### src/rtl/apb_param_regfile_slave.sv
// APB4 completer over a parametrised register file with wait states, byte strobes,
// read-only masking and PSLVERR. Optional PPROT privilege check: APB_PPROT_CHECK_EN.
module apb_param_regfile_slave #(
    parameter int unsigned         DATA_W      = 32,
    parameter int unsigned         ADDR_W      = 8,
    parameter int unsigned         NUM_REGS    = 16,
    parameter int unsigned         WAIT_STATES = 0,
    parameter logic [NUM_REGS-1:0] RO_MASK     = '0,
    parameter logic [DATA_W-1:0]   RESET_VAL   = '0
) (
    input  logic                PCLK,
    input  logic                PRESET,
    input  logic                PSELx,
    input  logic                PENABLE,
    input  logic                PWRITE,
    input  logic [ADDR_W-1:0]   PADDR,
    input  logic [DATA_W-1:0]   PWDATA,
    input  logic [DATA_W/8-1:0] PSTRB,
    input  logic [2:0]          PPROT,
    output logic [DATA_W-1:0]   PRDATA,
    output logic                PREADY,
    output logic                PSLVERR
);

    localparam int unsigned STRB_W = DATA_W / 8;
    localparam int unsigned LSB    = $clog2(STRB_W);
    localparam int unsigned IDX_W  = ADDR_W - LSB;

    typedef enum logic {StIdle, StAccess} state_e;

    state_e              state_q, state_d;
    logic [3:0]          wait_cnt_q, wait_cnt_d;
    logic [ADDR_W-1:0]   addr_q, addr_d;
    logic                write_q, write_d;
    logic [DATA_W-1:0]   wdata_q, wdata_d;
    logic [STRB_W-1:0]   strb_q, strb_d;
    logic [DATA_W-1:0]   regs_q [NUM_REGS];
    logic [DATA_W-1:0]   regs_d [NUM_REGS];

`ifdef APB_PPROT_CHECK_EN
    logic priv_q, priv_d;
    logic unused_prot_hi;
    assign unused_prot_hi = ^PPROT[2:1];
`else
    logic unused_pprot;
    assign unused_pprot = ^PPROT;
`endif

    logic [IDX_W-1:0]  idx;
    logic              idx_oob, misaligned, ro_hit, err, ready;
    logic [DATA_W-1:0] rd_sel;

    assign idx = addr_q[ADDR_W-1:LSB];

    always_comb begin
        idx_oob    = (32'(idx) >= NUM_REGS);
        misaligned = |addr_q[LSB-1:0];
        ro_hit     = 1'b0;
        rd_sel     = '0;
        for (int unsigned i = 0; i < NUM_REGS; i++) begin
            if (32'(idx) == i) begin
                ro_hit = RO_MASK[i];
                rd_sel = regs_q[i];
            end
        end
        err = idx_oob | misaligned | (write_q & ro_hit);
`ifdef APB_PPROT_CHECK_EN
        // Unprivileged access to any writable register is refused; RO reads stay legal.
        err = err | (~priv_q & ~ro_hit);
`endif
    end

    assign ready   = (state_q == StAccess) & PSELx & PENABLE & (wait_cnt_q == 4'(WAIT_STATES));
    assign PREADY  = ready;
    assign PSLVERR = ready & err;
    assign PRDATA  = (ready & ~err & ~write_q) ? rd_sel : '0;

    always_comb begin
        state_d    = state_q;
        wait_cnt_d = wait_cnt_q;
        addr_d     = addr_q;
        write_d    = write_q;
        wdata_d    = wdata_q;
        strb_d     = strb_q;
`ifdef APB_PPROT_CHECK_EN
        priv_d     = priv_q;
`endif
        unique case (state_q)
            StIdle: begin
                if (PSELx && !PENABLE) begin
                    state_d    = StAccess;
                    wait_cnt_d = '0;
                    addr_d     = PADDR;
                    write_d    = PWRITE;
                    wdata_d    = PWDATA;
                    strb_d     = PSTRB;
`ifdef APB_PPROT_CHECK_EN
                    priv_d     = PPROT[0];
`endif
                end
            end
            StAccess: begin
                if (!PSELx) begin
                    state_d = StIdle;
                end else if (!PENABLE) begin
                    wait_cnt_d = '0;
                    addr_d     = PADDR;
                    write_d    = PWRITE;
                    wdata_d    = PWDATA;
                    strb_d     = PSTRB;
`ifdef APB_PPROT_CHECK_EN
                    priv_d     = PPROT[0];
`endif
                end else if (ready) begin
                    state_d    = StIdle;
                    wait_cnt_d = '0;
                end else begin
                    wait_cnt_d = wait_cnt_q + 4'd1;
                end
            end
            default: state_d = StIdle;
        endcase
    end

    always_comb begin
        for (int unsigned i = 0; i < NUM_REGS; i++) begin
            regs_d[i] = regs_q[i];
        end
        if (ready && !err && write_q) begin
            for (int unsigned i = 0; i < NUM_REGS; i++) begin
                if (32'(idx) == i) begin
                    for (int unsigned b = 0; b < STRB_W; b++) begin
                        if (strb_q[b]) begin
                            regs_d[i][8*b +: 8] = wdata_q[8*b +: 8];
                        end
                    end
                end
            end
        end
    end

    always_ff @(posedge PCLK or posedge PRESET) begin
        if (PRESET) begin
            state_q    <= StIdle;
            wait_cnt_q <= '0;
            addr_q     <= '0;
            write_q    <= 1'b0;
            wdata_q    <= '0;
            strb_q     <= '0;
`ifdef APB_PPROT_CHECK_EN
            priv_q     <= 1'b0;
`endif
            for (int unsigned i = 0; i < NUM_REGS; i++) begin
                regs_q[i] <= RESET_VAL;
            end
        end else begin
            state_q    <= state_d;
            wait_cnt_q <= wait_cnt_d;
            addr_q     <= addr_d;
            write_q    <= write_d;
            wdata_q    <= wdata_d;
            strb_q     <= strb_d;
`ifdef APB_PPROT_CHECK_EN
            priv_q     <= priv_d;
`endif
            for (int unsigned i = 0; i < NUM_REGS; i++) begin
                regs_q[i] <= regs_d[i];
            end
        end
    end

endmodule

### config.mk
export PLATFORM = sky130hd
export DESIGN_NAME = apb_param_regfile_slave
export DESIGN_NICKNAME = d
export VERILOG_FILES = /design/src/rtl/apb_param_regfile_slave.sv
export SDC_FILE = /design/constraint.sdc
export NUM_CORES = 1
export LEC_CHECK = 0
export ABC_AREA = 1
export CAP_MARGIN = 30
export CORE_MARGIN = 10
export CORE_UTILIZATION = 50
export DETAILED_ROUTE_END_ITERATION = 6
export HOLD_SLACK_MARGIN = 0.15
export PLACE_DENSITY = 0.67
export SLEW_MARGIN = 20
export SYNTH_ARGS = -nofsm -noshare
export SYNTH_HDL_FRONTEND = slang
export SYNTH_SLANG_ARGS = --single-unit
### constraint.sdc
create_clock -name PCLK -period 18.9 [get_ports PCLK]
set_input_delay 2.835 -clock PCLK [delete_from_list [all_inputs] [get_ports PCLK]]
set_output_delay 2.835 -clock PCLK [all_outputs]
set_load 0.005 [all_outputs]
==> results of run 1 <==
-- worst paths after layout --
kind	slack, ps	endpoint	depth (start not counted)
max in group asynchronous	14040	regs_q[85]$_DFFE_PP0P_	7
worst max-delay path	10520	PRDATA[14]	13
min in group asynchronous	2650	regs_q[188]$_DFFE_PP0P_	2
worst min register to register	480	regs_q[195]$_DFFE_PP0P_	2
worst min-delay path	480	regs_q[195]$_DFFE_PP0P_	2
worst max register to register	15990	regs_q[41]$_DFFE_PP0P_	8
-- sequential cells by signal (all words and copies together), names as in the netlist --
register,cells
state_q,1
write_q,1
wdata_q,32
regs_q,512
strb_q,4
wait_cnt_q,4
addr_q,8
-- worst max-delay path, cell delays in order --
cell and delay (ps):
sky130_fd_sc_hd__clkdlybuf4s50_1 490, sky130_fd_sc_hd__nand2_2 90, sky130_fd_sc_hd__nor2_4 130, sky130_fd_sc_hd__inv_2 70, sky130_fd_sc_hd__nor2_4 140, sky130_fd_sc_hd__nand2_1 70
sky130_fd_sc_hd__nor2_1 110, sky130_fd_sc_hd__buf_4 330, sky130_fd_sc_hd__inv_1 400, sky130_fd_sc_hd__nor2_1 180, sky130_fd_sc_hd__nand2_1 110, sky130_fd_sc_hd__inv_1 60
sky130_fd_sc_hd__clkdlybuf4s50_1 500
-- cell families (layout without fill, tap and decap cells) --
family                     after synthesis  count (layout)  share of synthesized area, %
and+or+nand+nor                       1421            1421                          24.7
AOI/OAI and AO/OA                      644             644                          12.8
DFF                                    562             562                          55.6
buffers and inverters                  329             372                          6.68
adders and majority gates                2               2                        0.0990
xor gates and xnor gates                 2               2                        0.0693
-- power breakdown --
part	leakage, uW	switching [uW]	internal [uW]	total (uW)
Clock	0.000916	468	643	1110
Combinational	0.00435	131	32.9	164
Sequential	0.00778	8.59	1220	1230
-- metal layers --
layer | wire, um | global-route usage [%]
met1 | 29600 | 30.4
met4 | 1270 | 5.72
met2 | 26500 | 30.1
met5 | 0 | 0
met3 | 3480 | 2.88
-- cell type report --
type | instances | area [sq um]
fill | 4493 | 22000
sequential | 562 | 14100
multi-input combinational | 2069 | 9520
clock buffer | 90 | 1740
timing repair buffer | 103 | 1120
tap | 672 | 841
inverter | 165 | 632
clock inverter | 14 | 101
-- metrics by stage --
stage / utilization (%) / setup WS, ps
finish: 56.0 / 10520
global placement: 51.9 / 10510
floorplan: - / 348
CTS: 55.8 / 10470
detailed placement: 52.1 / 10480
global route: 56.0 / 10290
-- synthesized netlist by cell type (2+ instances only) --
| cell type | count |
|---|---|
| sky130_fd_sc_hd__nand3_1 | 30 |
| sky130_fd_sc_hd__nor2_2 | 4 |
| sky130_fd_sc_hd__buf_1 | 4 |
| sky130_fd_sc_hd__nand4_1 | 85 |
| sky130_fd_sc_hd__nand2_1 | 1030 |
| sky130_fd_sc_hd__nor3_1 | 2 |
| sky130_fd_sc_hd__nand2_2 | 3 |
| sky130_fd_sc_hd__clkbuf_1 | 70 |
| sky130_fd_sc_hd__or2_2 | 4 |
| sky130_fd_sc_hd__o21ai_1 | 55 |
| sky130_fd_sc_hd__buf_12 | 3 |
| sky130_fd_sc_hd__nor2_4 | 19 |
| sky130_fd_sc_hd__inv_4 | 2 |
| sky130_fd_sc_hd__and2_0 | 2 |
| sky130_fd_sc_hd__buf_2 | 34 |
| sky130_fd_sc_hd__nand3_4 | 2 |
| sky130_fd_sc_hd__nor2_1 | 178 |
| sky130_fd_sc_hd__o21ai_0 | 521 |
| sky130_fd_sc_hd__o22ai_1 | 3 |
| sky130_fd_sc_hd__inv_1 | 151 |
| sky130_fd_sc_hd__inv_2 | 12 |
| sky130_fd_sc_hd__ha_1 | 2 |
| sky130_fd_sc_hd__dfrtp_1 | 562 |
| sky130_fd_sc_hd__a21oi_1 | 60 |
| sky130_fd_sc_hd__buf_4 | 12 |
| sky130_fd_sc_hd__nor2_8 | 5 |
| sky130_fd_sc_hd__or2_0 | 10 |
| sky130_fd_sc_hd__nand2_4 | 43 |
| sky130_fd_sc_hd__buf_6 | 40 |
| sky130_fd_sc_hd__o21bai_1 | 5 |
-- cell usage in the layout (no fill, tap or decap), types with 2 or more instances in the layout --
cell type	netlist	routed
sky130_fd_sc_hd__nand3_4	2	2
sky130_fd_sc_hd__nor2_4	19	19
sky130_fd_sc_hd__and2_0	2	2
sky130_fd_sc_hd__nor3_1	2	2
sky130_fd_sc_hd__or2_2	4	4
sky130_fd_sc_hd__buf_16	0	6
sky130_fd_sc_hd__nor2_8	5	5
sky130_fd_sc_hd__clkbuf_1	70	16
sky130_fd_sc_hd__nand3_1	30	30
sky130_fd_sc_hd__nand2_1	1030	1030
sky130_fd_sc_hd__dfrtp_1	562	562
sky130_fd_sc_hd__inv_1	151	149
sky130_fd_sc_hd__o22ai_1	3	3
sky130_fd_sc_hd__nand2_4	43	43
sky130_fd_sc_hd__inv_2	12	13
sky130_fd_sc_hd__o21bai_1	5	5
sky130_fd_sc_hd__ha_1	2	2
sky130_fd_sc_hd__clkbuf_16	0	59
sky130_fd_sc_hd__nand4_1	85	85
sky130_fd_sc_hd__clkinv_2	0	11
sky130_fd_sc_hd__inv_4	2	2
sky130_fd_sc_hd__buf_12	3	2
sky130_fd_sc_hd__nand2_2	3	3
sky130_fd_sc_hd__o21ai_1	55	55
sky130_fd_sc_hd__clkdlybuf4s50_1	0	82
sky130_fd_sc_hd__a21oi_1	60	60
sky130_fd_sc_hd__or2_0	10	10
sky130_fd_sc_hd__nor2_1	178	178
sky130_fd_sc_hd__buf_4	12	13
sky130_fd_sc_hd__nor2_2	4	4
sky130_fd_sc_hd__clkbuf_8	0	15
sky130_fd_sc_hd__o21ai_0	521	521
==> results_tabular.tex, run 1 <==
\begin{tabular}{lr}
\hline
Metric & Value \\
\hline
\multicolumn{2}{l}{\textbf{Power}} \\
Overall power & 2500 uW \\
Peak supply drop & 0.0728 mV \\
Leakage power total & 0.0130 uW \\
Pwr per Cell Area & 89.2 mW/mm\^{}2 \\
\multicolumn{2}{l}{\textbf{Die}} \\
Boundary pin count & 86 \\
Core region area & 0.0501 sq mm \\
Horiz. Die Dim & 245 um \\
Starting density of the core & 50.5\% \\
Total number of placement rows & 82 \\
Die ar. & 0.0599 sq mm \\
Height of the die & 245 um \\
\multicolumn{2}{l}{\textbf{Clocking}} \\
Post-cts repair resize count & 0 \\
Number of buffers inserted during clock tree synthesis & 58 \\
Clock-pin slew reported for the worst setup and hold paths after clock tree synthesis & 60 ps \\
Clk Latency, worst-skew pair & 610 ps \\
Number of post-CTS setup repair buffers & 0 \\
Clock tree from TritonCTS & yes \\
Maximum count of clock buffers along a single path & 3 \\
Deepest level of the CTS H-tree & 2 \\
Total of hold buffers inserted after clock tree synthesis & 0 \\
Root Buffer & sky130\_fd\_sc\_hd\_\_clkbuf\_16 \\
Num Clock Sinks & 562 \\
\multicolumn{2}{l}{\textbf{Logic synthesis}} \\
Leading area contributor after synthesis & sky130\_fd\_sc\_hd\_\_dfrtp\_1 \\
Number of nets in the synthesized netlist & 3,014 \\
Cell area after synthesis & 0.0253 sq mm \\
Ranking of synthesized cells by area & sky130\_fd\_sc\_hd\_\_dfrtp\_1 56\%, sky130\_fd\_sc\_hd\_\_nand2\_1 15\%, sky130\_fd\_sc\_hd\_\_o21ai\_0 10\%, sky130\_fd\_sc\_hd\_\_nor2\_1 2.6\%, sky130\_fd\_sc\_hd\_\_inv\_1 2.2\% \\
Count of warnings emitted by yosys & 0 \\
Cell count after synthesis & 2,960 \\
Fraction of synthesized cell area taken by the top area cell type & 55.6\% \\
Leading register cell type out of synthesis & sky130\_fd\_sc\_hd\_\_dfrtp\_1 \\
Mean instance size in the synthesized netlist & 8.54 sq um \\
Part of the Yosys area used for sequential elements & 55.6\% \\
Number of unique standard cell types used by synthesis & 37 \\
Async set or reset register ratio after synthesis & 100\% \\
Count of state elements after synthesis & 562 \\
Post-synth EDFFs & 0 \\
\multicolumn{2}{l}{\textbf{Timing}} \\
Fin. max-slew vios & 0 \\
Total Neg Setup Slack & 0 ps \\
Max frequency & 119 MHz \\
Count of final setup violators & 0 \\
Worst Tran Pin Value & 1070 ps \\
Worst clock skew & 16.5 ps \\
Clock period minus final worst setup slack & 8380 ps \\
RSZ-0062 raised after global routing & no \\
Fin Hold WS & 479 ps \\
Relative slew slack & 28.8\% \\
Total count of hold-check failures in the final report & 0 \\
Part of the cycle the worst path needs & 44.4\% \\
\multicolumn{2}{l}{\textbf{Min path}} \\
Classification of the worst-slack hold path & reg -> reg \\
Worst hold start & regs\_q[195]\$\_DFFE\_PP0P\_ \\
\multicolumn{2}{l}{\textbf{Place}} \\
Count of buffers from port buffering & 82 \\
Placed cell area & 0.0261 sq mm \\
RePlAce Congestion & 0.799 \\
Number of cells in the design after placement & 3,568 \\
Detailed placement HPWL & 40.5 mm \\
\multicolumn{2}{l}{\textbf{Drt}} \\
Residual DRC count & 0 \\
Initial DRT Pass Iterations & 6 \\
Wirelength per Cell & 16.5 um \\
Total wirelength of the detailed-routed design & 60.8 mm \\
Ratio of routed vias to standard cells & 5.33 \\
Violation count after the first detailed-route iteration & 2,073 \\
Vias & 19,572 \\
Detail Route Antenna Nets & 0 \\
\multicolumn{2}{l}{\textbf{Critical path}} \\
Startpoint of the most critical register-to-register path & wait\_cnt\_q[0]\$\_DFFE\_PP0P\_ \\
CP max FO & 18 \\
Crit path required time & 16,070 ps \\
Critical path launch point & PSELx \\
Endpoint class of the critical path & output port \\
Crit path DAT & 5550 ps \\
Startpoint type of the worst setup path & input port \\
CP Class & in -> out \\
\multicolumn{2}{l}{\textbf{Final layout}} \\
ANT cells & 0 \\
Finished Cell Area & 0.0280 sq mm \\
Area growth, synth to finish & 10.9\% \\
Layout Cells excl Fill & 3,675 \\
Fraction of final layout cells with drive strength greater than 1 & 6.89\% \\
Final layout net count & 3,013 \\
\multicolumn{2}{l}{\textbf{Global route}} \\
Grt total ovfl & 0 \\
Number of global-route vias before repair & 18,427 \\
Global-route wire length before repair & 100 mm \\
Overall Global Routing Usage & 20.3\% \\
Largest net degree at the start of global routing & 191 \\
Number of antenna violations at the first check in global routing & 1 \\
\multicolumn{2}{l}{\textbf{Outcome}} \\
Outcome & completed \\
\multicolumn{2}{l}{\textbf{Run}} \\
Number of maximum-capacitance violations & 0 \\
\hline
\end{tabular}
No activity file was read; power rests on OpenSTA's default activity.
==> inputs of run 2 (changes only) <==
--- a/config.mk
+++ b/config.mk
@@ -11,7 +11,7 @@
 export CORE_UTILIZATION = 50
 export DETAILED_ROUTE_END_ITERATION = 6
 export HOLD_SLACK_MARGIN = 0.15
-export PLACE_DENSITY = 0.67
+export PLACE_DENSITY = 0.64
 export SLEW_MARGIN = 20
 export SYNTH_ARGS = -nofsm -noshare
 export SYNTH_HDL_FRONTEND = slang
==> constraint.sdc (replaced) <==
create_clock -name PCLK -period 8.6 [get_ports PCLK]
set_input_delay 1.29 -clock PCLK [delete_from_list [all_inputs] [get_ports PCLK]]
set_output_delay 1.29 -clock PCLK [all_outputs]
set_load 0.005 [all_outputs]
==> run 2 against run 1 <==
Net effect: count of clock-buffer cells in the layout shrank 5; cell count about the same; sequential share of layout area is 0.072 points lower; design area rose by 0.14%.
==> results_tabular.tex, run 2 (synthesis gave the netlist of run 1 again) <==
\begin{tabular}{lr}
\hline
Metric & Value \\
\hline
\multicolumn{2}{l}{\textbf{Die}} \\
Horiz. Die Dim & 245 um \\
Boundary pin count & 86 \\
Height of the die & 245 um \\
Core region area & 0.0501 sq mm \\
Die ar. & 0.0599 sq mm \\
Total number of placement rows & 82 \\
Starting density of the core & 50.5\% \\
\multicolumn{2}{l}{\textbf{Timing}} \\
Fin. max-slew vios & 0 \\
Max frequency & 189 MHz \\
Fin Hold WS & 477 ps \\
Part of the cycle the worst path needs & 61.6\% \\
Post-route worst setup slack & 3310 ps \\
Relative slew slack & 31.5\% \\
Worst clock skew & 11.7 ps \\
Worst Tran Pin Value & 1030 ps \\
Clock period minus final worst setup slack & 5290 ps \\
RSZ-0062 raised after global routing & no \\
Count of final setup violators & 0 \\
Total count of hold-check failures in the final report & 0 \\
\multicolumn{2}{l}{\textbf{Clocking}} \\
Clock-pin slew reported for the worst setup and hold paths after clock tree synthesis & 50 ps \\
Clock tree from TritonCTS & yes \\
Clk Latency, worst-skew pair & 620 ps \\
Maximum count of clock buffers along a single path & 3 \\
Root Buffer & sky130\_fd\_sc\_hd\_\_clkbuf\_16 \\
Number of post-CTS setup repair buffers & 0 \\
Num Clock Sinks & 562 \\
Total of hold buffers inserted after clock tree synthesis & 0 \\
Number of buffers inserted during clock tree synthesis & 58 \\
Post-cts repair resize count & 0 \\
Deepest level of the CTS H-tree & 2 \\
\multicolumn{2}{l}{\textbf{Final layout}} \\
Most frequent standard cell in the layout excluding fill and tap cells & sky130\_fd\_sc\_hd\_\_nand2\_1 \\
Reg with most FFs & regs\_q \\
Regs by FF count & regs\_q: 512 flops, wdata\_q: 32 flops, addr\_q: 8 flops \\
Layout fillers & 4,557 \\
Area growth, synth to finish & 11.0\% \\
Footprint of the flip-flops and latches & 0.0141 sq mm \\
Most used cells in the layout excluding fill and tap cells & 1,030 x sky130\_fd\_sc\_hd\_\_nand2\_1, 562 x sky130\_fd\_sc\_hd\_\_dfrtp\_1, 521 x sky130\_fd\_sc\_hd\_\_o21ai\_0 \\
Fraction of final layout cells with drive strength greater than 1 & 6.80\% \\
Multi-input combinational cell area & 0.00952 sq mm \\
Final layout net count & 3,012 \\
Finished Cell Area & 0.0281 sq mm \\
ANT cells & 0 \\
Flip-flop count of the largest register, all copies and words added & 512 \\
\multicolumn{2}{l}{\textbf{Critical path}} \\
Startpoint of the most critical register-to-register path & wait\_cnt\_q[0]\$\_DFFE\_PP0P\_ \\
Startpoint type of the worst setup path & input port \\
CP max FO & 18 \\
Worst-path cell chain & clkdlybuf4s50\_1 -> nand2\_2 -> nor2\_4 -> inv\_2 -> nor2\_4 -> nand2\_1 -> nor2\_1 -> buf\_4 -> inv\_1 -> nor2\_1 -> nand2\_1 -> inv\_1 -> clkdlybuf4s50\_1 \\
Crit path required time & 7310 ps \\
Reg-to-reg setup timing slack & 5660 ps \\
Crit path DAT & 4000 ps \\
Family with the most delay on the worst path & buffers and inverters \\
CP Class & in -> out \\
Endpoint class of the critical path & output port \\
Buf/Inv on CP & 6 \\
Number of cell instances on the worst register-to-register path & 9 \\
Peak per-stage delay on the critical path & 500 ps \\
Slowest-stage cell, CP & sky130\_fd\_sc\_hd\_\_clkdlybuf4s50\_1 \\
Reg-to-reg endpoint & regs\_q[51]\$\_DFFE\_PP0P\_ \\
\multicolumn{2}{l}{\textbf{Place}} \\
Detailed placement HPWL & 40.8 mm \\
RePlAce Congestion & 0.810 \\
Worst Setup Slack post-DPL & 3260 ps \\
Placed cell area & 0.0261 sq mm \\
Count of buffers from port buffering & 82 \\
\multicolumn{2}{l}{\textbf{Global route}} \\
Global-route wire length before repair & 101 mm \\
Grt total ovfl & 0 \\
Number of antenna violations at the first check in global routing & 0 \\
Number of global-route vias before repair & 18,120 \\
Overall Global Routing Usage & 20.4\% \\
Largest net degree at the start of global routing & 189 \\
\multicolumn{2}{l}{\textbf{Power}} \\
Overall power & 5650 uW \\
Pwr per Cell Area & 201 mW/mm\^{}2 \\
Leakage power total & 0.0130 uW \\
Peak supply drop & 0.136 mV \\
\multicolumn{2}{l}{\textbf{Min path}} \\
Worst hold start & regs\_q[16]\$\_DFFE\_PP0P\_ \\
End point of the most critical hold path & regs\_q[16]\$\_DFFE\_PP0P\_ \\
Classification of the worst-slack hold path & reg -> reg \\
Cell depth of the worst min-delay path & 2 \\
\multicolumn{2}{l}{\textbf{Outcome}} \\
Outcome & completed \\
\multicolumn{2}{l}{\textbf{Drt}} \\
Ratio of routed vias to standard cells & 5.34 \\
Wirelength per Cell & 16.7 um \\
Detail Route Antenna Nets & 0 \\
Residual DRC count & 0 \\
Initial DRT Pass Iterations & 6 \\
Vias & 19,613 \\
Total wirelength of the detailed-routed design & 61.4 mm \\
Violation count after the first detailed-route iteration & 2,090 \\
\multicolumn{2}{l}{\textbf{Run}} \\
Number of maximum-capacitance violations & 0 \\
\hline
\end{tabular}
run 2: changes by cell type in the layout (fill, tap and decap cells not counted):
cell                         previous run  this run
sky130_fd_sc_hd__buf_12                 2         3
sky130_fd_sc_hd__buf_16                 6         2
sky130_fd_sc_hd__buf_4                 13        15
sky130_fd_sc_hd__bufinv_16              1         8
sky130_fd_sc_hd__clkbuf_1              16        17
sky130_fd_sc_hd__clkbuf_8              15         9
sky130_fd_sc_hd__clkinv_2              11         7
sky130_fd_sc_hd__clkinvlp_4             1         3
sky130_fd_sc_hd__inv_8                  1         0
run 2: worst min-delay path: stages, from the launching register on:
cell and delay, ps:
sky130_fd_sc_hd__dfrtp_1 330, sky130_fd_sc_hd__nand2_1 50, sky130_fd_sc_hd__o21ai_0 60
run 2: layer usage:
| layer | track usage, % | vias up | wire [um] |
|---|---|---|---|
| met5 | 0 | - | 0 |
| met4 | 4.69 | 0 | 1020 |
| met3 | 3.18 | 74 | 3580 |
| met2 | 29.7 | 531 | 26200 |
| met1 | 31.4 | 9482 | 30600 |
| li1 | - | 9526 | - |
run 2: how the worst max path moves through the flow:
| stage | from | endpoint | slack [ps] | cells past startpoint |
|---|---|---|---|---|
| after floorplan | PRESET | addr_q[0]$_DFFE_PP0P_ | -340 | 1 |
| after global placement | PSELx | PRDATA[14] | 3290 | 13 |
| after detailed placement | PSELx | PRDATA[14] | 3260 | 13 |
| after CTS | PSELx | PRDATA[14] | 3240 | 13 |
| after global routing | PSELx | PRDATA[14] | 3120 | 13 |
| final | PSELx | PRDATA[14] | 3310 | 13 |
run 2: cell type report:
class	count	share of cell area (%)
clock inverter	18	1.07
inverter	165	2.24
sequential	562	50.1
clock buffer	85	5.93
timing repair buffer	102	3.74
tap	672	3.00
multi-input combinational	2069	33.9
run 2: metrics by stage:
step / cells / setup TNS, ps / utilization [%]
after floorplan: 2960 / -192040 / -
after global placement: 3567 / 0 / 52.0
after detailed placement: 3569 / 0 / 52.1
after CTS: 3672 / 0 / 56.0
after global routing: 3673 / 0 / 56.1
final: 3673 / 0 / 56.1
run 2: power breakdown:
group,total [uW],internal [uW],switching (uW)
registers,2700,2680,18.9
logic,360,68.9,291
clock network,2600,1570,1030
total,5650,4320,1340
